==> config.mk <==
export PLATFORM = sky130hd
export DESIGN_NAME = load_store_unit
export DESIGN_NICKNAME = d
export VERILOG_FILES = /design/src/rtl/lsu_pkg.sv /design/src/rtl/load_extend.sv /design/src/rtl/load_store_unit.sv
export SDC_FILE = /design/constraint.sdc
export NUM_CORES = 1
export LEC_CHECK = 0
export CORE_MARGIN = 2
export CORE_UTILIZATION = 35
export DETAILED_ROUTE_END_ITERATION = 16
export DONT_BUFFER_PORTS = 1
export GPL_TIMING_DRIVEN = 0
export PLACE_DENSITY_LB_ADDON = 0.15
export RECOVER_POWER = 25
export SETUP_SLACK_MARGIN = 0.2
export SYNTH_ARGS = -nofsm -noshare
export SYNTH_HDL_FRONTEND = slang
export SYNTH_SLANG_ARGS = --single-unit
==> constraint.sdc <==
create_clock -name clk -period 5.1 [get_ports clk]
set_clock_uncertainty 0.2 [all_clocks]
set_input_delay 0.51 -clock clk [delete_from_list [all_inputs] [get_ports clk]]
set_output_delay 0.51 -clock clk [all_outputs]
set_load 0.005 [all_outputs]
==> src/rtl/lsu_pkg.sv <==
// Shared definitions for the load/store unit: memory mode encodings,
// RISC-V load/store funct3 codes, FSM states and small decode helpers.
package lsu_pkg;

    localparam logic [2:0] MODE_WORD = 3'b100;
    localparam logic [2:0] MODE_HALF = 3'b010;
    localparam logic [2:0] MODE_BYTE = 3'b001;

    localparam logic [2:0] F3_B  = 3'd0;
    localparam logic [2:0] F3_H  = 3'd1;
    localparam logic [2:0] F3_W  = 3'd2;
    localparam logic [2:0] F3_BU = 3'd4;
    localparam logic [2:0] F3_HU = 3'd5;

    typedef enum logic [1:0] {
        IDLE   = 2'd0,
        ACCESS = 2'd1,
        RESP   = 2'd2
    } state_t;

    // Loads accept B/H/W/BU/HU, stores only B/H/W.
    function automatic logic f3_legal(input logic we, input logic [2:0] f3);
        if (we)
            return (f3 == F3_B) || (f3 == F3_H) || (f3 == F3_W);
        return (f3 == F3_B) || (f3 == F3_H) || (f3 == F3_W) ||
               (f3 == F3_BU) || (f3 == F3_HU);
    endfunction

    // Size lives in funct3[1:0]: 0 byte, 1 half, 2 word.
    function automatic logic misaligned(input logic [2:0] f3, input logic [1:0] a);
        case (f3[1:0])
            2'd1:    return a[0];
            2'd2:    return a != 2'd0;
            default: return 1'b0;
        endcase
    endfunction

    function automatic logic [2:0] size_mode(input logic [2:0] f3);
        case (f3[1:0])
            2'd1:    return MODE_HALF;
            2'd2:    return MODE_WORD;
            default: return MODE_BYTE;
        endcase
    endfunction

endpackage

==> src/rtl/load_extend.sv <==
// Load data extension: picks byte/half/word from the low lanes and applies
// sign or zero extension according to funct3.
import lsu_pkg::*;

module load_extend (
    input  logic [31:0] data,
    input  logic [2:0]  funct3,
    output logic [31:0] ext
);

    // Select width and extension kind from funct3.
    always_comb begin
        ext = data;
        case (funct3)
            F3_B:    ext = {{24{data[7]}}, data[7:0]};
            F3_H:    ext = {{16{data[15]}}, data[15:0]};
            F3_BU:   ext = {24'd0, data[7:0]};
            F3_HU:   ext = {16'd0, data[15:0]};
            default: ext = data;
        endcase
    end

endmodule

==> src/rtl/load_store_unit.sv <==
// Load/store unit: one request at a time, IDLE -> ACCESS -> RESP.
// Misaligned accesses are split into byte accesses, lowest byte first.
// Build option LSU_MISALIGN_TRAP_EN: misaligned accesses return an error
// instead of being split.
import lsu_pkg::*;

module load_store_unit #(
    parameter int ADDR_W = 32
) (
    input  logic              clk,
    input  logic              rst,
    input  logic              req_valid,
    output logic              req_ready,
    input  logic              req_we,
    input  logic [2:0]        req_funct3,
    input  logic [ADDR_W-1:0] req_addr,
    input  logic [31:0]       req_wdata,
    output logic              resp_valid,
    input  logic              resp_ready,
    output logic [31:0]       resp_rdata,
    output logic              resp_err,
    output logic              mem_we,
    output logic [2:0]        mem_mode,
    output logic [ADDR_W-1:0] mem_addr,
    output logic [31:0]       mem_wdata,
    input  logic [31:0]       mem_rdata
);

`ifdef LSU_MISALIGN_TRAP_EN
    localparam bit TRAP_MISALIGN = 1'b1;
`else
    localparam bit TRAP_MISALIGN = 1'b0;
`endif

    state_t            state, state_nx;
    logic              we_q;
    logic [2:0]        f3_q;
    logic [ADDR_W-1:0] addr_q;
    logic [31:0]       wdata_q;
    logic              split_q;
    logic [1:0]        cnt_q;
    logic [1:0]        last_q;
    logic [31:0]       rbuf_q;
    logic [31:0]       rdata_q;
    logic              err_q;

    logic              req_mis;
    logic              req_bad;
    logic              last_beat;
    logic [31:0]       merged;
    logic [31:0]       ext_data;

    assign req_mis   = misaligned(req_funct3, req_addr[1:0]);
    assign req_bad   = !f3_legal(req_we, req_funct3) || (TRAP_MISALIGN && req_mis);
    assign last_beat = (cnt_q == last_q);

    assign resp_valid = (state == RESP);
    assign resp_rdata = rdata_q;
    assign resp_err   = err_q;

    // Load bytes collected so far with this cycle's read merged in.
    always_comb begin
        merged = mem_rdata;
        if (split_q) begin
            merged = rbuf_q;
            merged[{cnt_q, 3'b000} +: 8] = mem_rdata[7:0];
        end
    end

    load_extend u_ext (
        .data   (merged),
        .funct3 (f3_q),
        .ext    (ext_data)
    );

    // State register.
    always_ff @(posedge clk or posedge rst) begin
        if (rst) state <= IDLE;
        else     state <= state_nx;
    end

    // Next state and memory-side outputs; memory outputs idle at zero.
    always_comb begin
        state_nx  = state;
        req_ready = 1'b0;
        mem_we    = 1'b0;
        mem_mode  = 3'b000;
        mem_addr  = '0;
        mem_wdata = 32'd0;
        case (state)
            IDLE: begin
                req_ready = 1'b1;
                if (req_valid) state_nx = req_bad ? RESP : ACCESS;
            end
            ACCESS: begin
                mem_we = we_q;
                if (split_q) begin
                    mem_mode  = MODE_BYTE;
                    mem_addr  = addr_q + {{(ADDR_W-2){1'b0}}, cnt_q};
                    mem_wdata = {24'd0, wdata_q[{cnt_q, 3'b000} +: 8]};
                end else begin
                    mem_mode  = size_mode(f3_q);
                    mem_addr  = addr_q;
                    mem_wdata = wdata_q;
                end
                if (last_beat) state_nx = RESP;
            end
            RESP: begin
                if (resp_ready) state_nx = IDLE;
            end
            default: state_nx = IDLE;
        endcase
    end

    // Request capture, byte collection and response formation.
    always_ff @(posedge clk or posedge rst) begin
        if (rst) begin
            we_q    <= 1'b0;
            f3_q    <= 3'd0;
            addr_q  <= '0;
            wdata_q <= 32'd0;
            split_q <= 1'b0;
            cnt_q   <= 2'd0;
            last_q  <= 2'd0;
            rbuf_q  <= 32'd0;
            rdata_q <= 32'd0;
            err_q   <= 1'b0;
        end else begin
            case (state)
                IDLE: begin
                    if (req_valid) begin
                        we_q    <= req_we;
                        f3_q    <= req_funct3;
                        addr_q  <= req_addr;
                        wdata_q <= req_wdata;
                        split_q <= req_mis && !TRAP_MISALIGN;
                        cnt_q   <= 2'd0;
                        last_q  <= (req_mis && !TRAP_MISALIGN) ?
                                   ((req_funct3[1:0] == 2'd2) ? 2'd3 : 2'd1) : 2'd0;
                        rbuf_q  <= 32'd0;
                        rdata_q <= 32'd0;
                        err_q   <= req_bad;
                    end
                end
                ACCESS: begin
                    rbuf_q <= merged;
                    cnt_q  <= cnt_q + 2'd1;
                    if (last_beat) rdata_q <= we_q ? 32'd0 : ext_data;
                end
                RESP: begin
                    if (resp_ready) begin
                        rdata_q <= 32'd0;
                        err_q   <= 1'b0;
                    end
                end
                default: ;
            endcase
        end
    end

endmodule

==> results.md, run 1 <==
- Area of combinational cells with multiple inputs: between 0.003 and 0.004 mm²
- Actual slew at the worst max-slew pin: ~0.87 ns
- Crit path launch type: register
- Final period demand of the worst path: about 4.1 ns
- CTS Root Cell: clkbuf_16
- Final Hold Vio Count: 0
- Mean instance size in the synthesized netlist: 8.61 µm²
- Final critical-path share of the clock period: between 80% and 90%
- Port Buf Inserts: 0
- Post-synthesis instance area: 0.00755 mm²
- Standard cell core area: approximately 0.021 mm²
- Post-synth top flop: dfrtp_1
- Cell count after synthesis: 876
- Top Layer Used: met4
- Post-synthesis share of cell area spent on xor and xnor gates: approximately 3.5%
- Global-route total usage across every layer: between 20% and 30%
- Via count of the routed design: 6503
- Worst-case hold slack: 0.0183 ns
- Switching power summed over all nets: 2070 µW
- Sink Count: 139
- Max-slew violations: 0
- Met2 wire length: ~12 mm
- Max stage delay cell, worst path: nor4_2
- Share of layout cells above drive strength 1: about 6.4%
- First-pass GRT wire length: around 38 mm
- Storage element area: between 0.003 and 0.004 mm²
- Cell variety after synth: 53
- CP Data Required Time: approximately 4.4 ns
- Adder-cell area share of the yosys netlist: under 10%
- Maximum number of pins on one net before global-route repair: a little under 90
- Sequential element share of the synthesized area: between 40% and 50%
- Vias in the first global route: around 6500
- Number of antenna violations at the first check in global routing: 0
- Number of placement rows: 53
- Half-perimeter wire length of the detailed placement result: 17.7 mm
- Fraction of power spent switching nets: 40.6%
- Syn. warnings: 0
- Series of cell instances along the critical path: buf_6 > inv_1 > clkbuf_1 > fa_1 > nor4_2 > nand3_1 > xor2_1 > nor2_1
- Final antenna diode count: 0
- Peak supply drop: approximately 0.25 mV
- Number of register bits inferred by synthesis: 139
- Clk network pwr share: between 20 and 25%
- Signal arrival time at the worst endpoint: 3.43 ns
- Post-synthesis compound-gate area fraction: 15.7%
- Post-CTS Setup Repair Bufs: 0
- Number of DRC markers in iteration 0: 358
- Grt ovf: 0
- Io pins: just over 200
- # DRC: 0
- Largest stage delay on the critical path: about 0.77 ns
- Die W: between 150 and 200 µm
- Cts hold-fix bufs: 63
- CTS tree: done
- Internal portion of total power: 3030 µW
- Die footprint: approximately 0.023 mm²
- Leakage power: 0.00412 µW
- Proportion of netlist area held by the largest area contributor: between 40% and 50%
- Net total in the final layout: about 1100
- Detailed-routed wire length on met3: between 1.5 and 2 mm
- Final setup violation count: 0
- Final-layout fill cell count: around 2200
- CP max FO: 13
- Post-place instance area: between 0.007 and 0.008 mm²
- Wire length per cell after detailed routing: around 20 µm
- Area leader, netlist: dfrtp_1
- Worst hold endpoint: addr_q[16]
- Hold Path Class: input port to register
- Async set-or-reset flop fraction in the synthesized netlist: 100%
- Number of instances resized during post-cts repair: 0
- Maximum buffer depth of the clock tree: 2
- Final design instance area without fill: about 0.009 mm²
- Main area contributors after synthesis: dfrtp_1, nand2_1, o2bb2ai_1
- Start of the worst register-to-register path: cnt_q[1]
- Share of synthesized cell area in and, or, nand and nor gates: a little over a quarter
- M1 WL: about 11 mm
- Vias per inst: 5.21
- CTS Buf Count: 17
- Outcome: finished clean
- Synth cell count leaders: nand2_1, dfrtp_1, nor2_1, a21oi_1, clkbuf_1
- Net count after synthesis: 994
- Level count of the clock H-tree: 4
- Clock latency at the later pin of the worst-skew pair: 0.42 ns
- Count of buffering cells on the critical path with inverters included: 3
- Beginning of the worst hold path: req_addr[16]
- Worst reg2reg endpoint: resp_rdata[23]
- First-pass DRT Iterations: 5
- Setup slack of the worst register-to-register path: approximately 1.4 ns
- Category of the critical setup timing path: register to primary output
- Logic pwr share: 36.7%
- Multiplexer area fraction after synthesis: between 1 and 1.5%
- Total length of routed wires: about 25 mm
- Total Power: around 5100 µW
- # Max-Cap Violations: 0
- Count of flip-flops with a built-in enable after synthesis: 0
- Gpl congestion: a little over 0.8
- Worst slew margin: between 40% and 50%
- Number of antenna-violating nets in the routed design: 0
- Register-to-Register Path Depth: 11
- Effective utilization at floorplan: 35.8%
- Critical Path End Type: primary output
- Flop pwr share: 39.0%
- Unrepaired setup endpoints after global routing: false
- Clock slew seen by the registers of the worst setup and hold paths: 0.06 ns
- Area added between synthesis and finish: 21.0%
- Top cell family by delay on the critical path: simple AND/OR/NAND/NOR gates
- Vertical die dimension: ~150 µm
- Main combinational cell family by area after synthesis: simple AND/OR/NAND/NOR gates
- Most frequently used cell type in the post-synthesis netlist: nand2_1
- Maximum clock frequency: around 240 MHz
- P per Cell Area: around 560 mW/mm²
- Number of cells on the worst hold path: 2
-- metal layers --
layer,vias up,global-route usage (%)
met5,-,0
met4,0,5.79
met1,3118,29.3
met2,201,35.8
met3,19,7.20
li1,3165,-
-- area by class of cell --
class | instances | share of cell area, %
buffer | 62 | 3.07
sequential | 139 | 38.1
inverter | 20 | 0.877
tap | 275 | 3.77
clock buffer | 21 | 5.04
multi-input combinational | 655 | 40.6
timing repair buffer | 64 | 7.21
clock inverter | 11 | 1.32
-- worst max path at each step --
stage                   from            to  slack, ns  cells after the start
global placement         rst    addr_q[18]      -1.34                      1
global route        cnt_q[1]  mem_addr[18]       0.65                      8
detailed placement  cnt_q[1]  mem_addr[18]       1.33                      8
floorplan                rst     addr_q[0]       0.67                      1
CTS                 cnt_q[1]  mem_addr[18]       0.88                      8
finish              cnt_q[1]  mem_addr[22]       0.96                      8
-- registers in the layout (all words and copies together) (netlist names) --
register	count
resp_err	1
we_q	1
wdata_q	32
f3_q	3
last_q	2
addr_q	32
rbuf_q	32
state	2
resp_rdata	32
cnt_q	2
-- power by group through the flow --
stage          Combinational (µW)  Sequential (µW)  Clock [µW]
2_1_floorplan                1380             1880           0
3_3_place_gp                 1820             1990           0
3_5_place_dp                 1840             2000           0
4_1_cts                      1890             1980        1270
5_1_grt                      2130             2060        1330
6_report                     1870             1980        1240
-- cell usage in the layout, fill, tap and decap left out, types with 8 or more instances in the layout --
| cell | n |
|---|---|
| mux2i_1 | 10 |
| and3_1 | 28 |
| nor2b_1 | 18 |
| inv_1 | 19 |
| dfrtp_1 | 139 |
| xnor2_1 | 16 |
| nand2_1 | 252 |
| o2bb2ai_1 | 34 |
| clkbuf_1 | 46 |
| o31ai_1 | 9 |
| xor2_1 | 12 |
| buf_1 | 11 |
| nand4_1 | 8 |
| nor2_1 | 59 |
| dlygate4sd3_1 | 63 |
| ha_1 | 13 |
| nor4_2 | 8 |
| a221o_1 | 18 |
| a21oi_1 | 58 |
| o21ai_0 | 28 |
| clkbuf_16 | 17 |
| nand3_1 | 26 |
-- worst register-to-register path, delay by kind of cell (launching register included) --
kind            cells  cell delay, ns
fa+ha+maj           1            0.42
compound gates      3            0.62
flops               1            0.46
buf+inv             5            1.15
simple gates        2            0.82
-- per-stage QoR --
stage                     worst slack (ns)  setup TNS [ns]  instances  utilization, %
after floorplan                      0.665               0        876               -
after global placement               -1.34         -185.72       1151            37.4
after detailed placement              1.33               0       1152            37.6
after CTS                            0.882               0       1247            43.3
after global routing                 0.647               0       1247            43.3
final                                0.958               0       1247            43.3
-- kinds of logic (layout without fill, tap and decap cells) --
logic type / Yosys count / after routing
compound gates: 170 / 170
flops: 139 / 139
buf+inv: 82 / 178
xor+xnor: 29 / 29
simple gates: 432 / 432
fa+ha+maj: 14 / 14
mux: 10 / 10
(Power assumes the default switching activity.)
==> run 2: changes to the inputs <==
==> constraint.sdc (replaced) <==
create_clock -name clk -period 3.4 [get_ports clk]
set_clock_uncertainty 0.2 [all_clocks]
set_input_delay 0.34 -clock clk [delete_from_list [all_inputs] [get_ports clk]]
set_output_delay 0.34 -clock clk [all_outputs]
set_load 0.005 [all_outputs]
==> run 2 against run 1 <==
Non-clock buffer count rose by 33. Utilization is 2.0 points higher. First-iteration DRC count is 12% higher. Global-route usage is 0.21 points higher. Count of clock-buffer cells in the layout down 1. Highest routed layer unchanged.
==> results.md, run 2 (same netlist as run 1, synthesis figures left out) <==
- First-pass DRT Iterations: 6 (+1)
- Sink Count: 139 (unchanged)
- Number of antenna-violating nets in the routed design: 0 (unchanged)
- Total length of routed wires: 25.4 mm (+2.5%)
- CP max FO: 7 (-6)
- Most prevalent standard cell on the critical path: a21oi_1
- Io pins: 207 (unchanged)
- Top cell family by delay on the critical path: simple AND/OR/NAND/NOR gates
- Final period demand of the worst path: about 3.1 ns
- Category of the critical setup timing path: register to primary output
- Number of placement rows: 53 (unchanged)
- Maximum number of pins on one net before global-route repair: 37 (-58%)
- Actual slew at the worst max-slew pin: 1.44 ns (+0.576 ns)
- Vias in the first global route: 6637 (+1.7%)
- Wire length per cell after detailed routing: 19.8 µm (-0.10%)
- Leakage power: 0.00438 µW (+6.4%)
- Number of antenna violations at the first check in global routing: 0 (unchanged)
- Worst setup slack after placement: -0.302 ns (-1.63 ns)
- Series of cell instances along the critical path: buf_4 > ha_1 > a21oi_1 > or3_1 > clkbuf_2 > nor3_2 > nand3_1 > a21oi_1
- Area of combinational cells with multiple inputs: 0.00376 mm² (+1.2%)
- # Max-Cap Violations: 0 (unchanged)
- Count of buffering cells on the critical path with inverters included: 2 (-1)
- CTS tree: done
- Largest stage delay on the critical path: 0.43 ns (-0.34 ns)
- Unrepaired setup endpoints after global routing: true
- First-pass GRT wire length: 38.6 mm (+1.5%)
- Clock slew seen by the registers of the worst setup and hold paths: 0.07 ns (about the same)
- Outcome: finished clean
- P per Cell Area: 827 mW/mm² (+48%)
- Signal arrival time at the worst endpoint: 2.57 ns (-0.86 ns)
- Share of layout cells above drive strength 1: 8.47% (+2.1 points)
- Most frequent cells in the layout: nand2_1, dfrtp_1, dlygate4sd3_1
- Via count of the routed design: 6728 (+3.5%)
- CTS Buf Count: 17 (unchanged)
- Final design instance area without fill: 0.00956 mm² (+4.7%)
- Area added between synthesis and finish: 26.7%
- Clock latency at the later pin of the worst-skew pair: 0.42 ns (about the same)
- Final critical-path share of the clock period: between 90 and 100%
- Global-route total usage across every layer: 22.6% (+0.21 points)
- CP Data Required Time: 2.86 ns (-1.53 ns)
- Half-perimeter wire length of the detailed placement result: 18.1 mm (+2.2%)
- Maximum buffer depth of the clock tree: 2 (unchanged)
- Maximum clock frequency: 322 MHz
- Net total in the final layout: 1110 (+3.1%)
- Post-place instance area: 0.00797 mm² (+0.65%)
- Final-layout fill cell count: 2110 (-2.1%)
- Final Hold Vio Count: 0 (unchanged)
- Final antenna diode count: 0 (unchanged)
- Effective utilization at floorplan: 35.8% (unchanged)
- Storage element area: 0.00348 mm² (about the same)
- Critical Path End Type: primary output
- Gpl congestion: 0.814 (+1.1%)
- Standard cell core area: 0.0211 mm² (unchanged)
- Peak supply drop: 0.368 mV (+45%)
- Max stage delay cell, worst path: dfrtp_2
- Final setup violation count: 0 (unchanged)
- Level count of the clock H-tree: 4 (unchanged)
- Crit path launch type: register
- Grt ovf: 0 (unchanged)
- CTS Root Cell: clkbuf_16
- Die W: 151 µm (unchanged)
- Hold Path Class: input port to register
- Final worst-path setup slack: 0.294 ns (-0.663 ns)
- Most common cell after layout, fill and taps aside: nand2_1
- Max-slew violations: 0 (unchanged)
- Port Buf Inserts: 0 (unchanged)
- # DRC: 0 (unchanged)
- Accumulated negative setup slack: 0 ns (unchanged)
- Die footprint: 0.0228 mm² (unchanged)
- Vias per inst: 5.26 (+0.87%)
- Worst slew margin: 3.76% (-38 points)
- Vertical die dimension: 151 µm (unchanged)
- Number of DRC markers in iteration 0: 401 (+12%)
- Fraction of the core area covered by cells at the end of the flow: 45.4% (+2.0 points)
==> run 2: changes by cell type in the layout (fill, tap and decap cells not counted), sizes merged <==
cell          delta
dlymetal6s4s     +1
clkbuf           -2
bufinv           +2
clkinv           -2
buf             +13
dlygate4sd3     +20
==> run 2: worst paths after layout <==
path | start | end | slack (ns) | cells after the start
min in group asynchronous | rst | wdata_q[15] | 0.34 | 2
max in group asynchronous | rst | resp_rdata[25] | 0.56 | 5
setup reg to reg | cnt_q[1] | resp_rdata[8] | 0.46 | 10
hold / removal | mem_rdata[30] | rbuf_q[30] | 0.02 | 3
setup / recovery | cnt_q[1] | mem_addr[31] | 0.29 | 8
hold reg to reg | wdata_q[2] | wdata_q[2] | 0.27 | 2
==> run 2: layout make-up <==
cell class	instances	area share, %
multi-input combinational	655	39.3
sequential	139	36.4
timing repair buffer	97	10.1
clock buffer	20	4.77
tap	275	3.60
buffer	62	3.30
clock inverter	11	1.75
inverter	20	0.824
==> run 2: worst reg2reg max path, stage by stage (launching register included) <==
cell and delay (ns):
dfrtp_2 0.40, buf_12 0.11, inv_4 0.03, buf_8 0.11
buf_4 0.15, ha_1 0.35, or2b_1 0.29, nor3_1 0.70
a221o_1 0.32, a21oi_1 0.08, o2bb2ai_1 0.14
==> run 2: through the flow <==
step / cells / hold WS [ns] / power, µW
floorplan: 876 / 0.240 / 4890
global placement: 1151 / 0.247 / 5720
detailed placement: 1155 / 0.0888 / 5770
CTS: 1275 / 0.00165 / 7960
global route: 1279 / 0.0111 / 8510
finish: 1279 / 0.0154 / 7910
==> run 2: power by group <==
| part | internal (µW) | switching, µW | leakage [µW] |
|---|---|---|---|
| Sequential | 2380 | 583 | 0.00180 |
| Clock | 1260 | 753 | 0.000302 |
| Combinational | 1120 | 1810 | 0.00228 |
==> run 2: layer usage <==
metal,vias up,GRT usage [%],share of wire (%)
li1,3237,-,-
met1,3252,30.0,44
met2,220,37.0,49
met3,19,5.42,6.6
met4,0,5.84,1.1
met5,-,0,0
==> run 2: timing repair <==
item,4_1_cts,5_1_grt
gates cloned,0,0
setup buffers,6,4
gates resized for setup,14,13
hold buffers,83,0
pin swaps,3,7
endpoints found under the hold margin,115,0
endpoints found under the setup margin,62,42
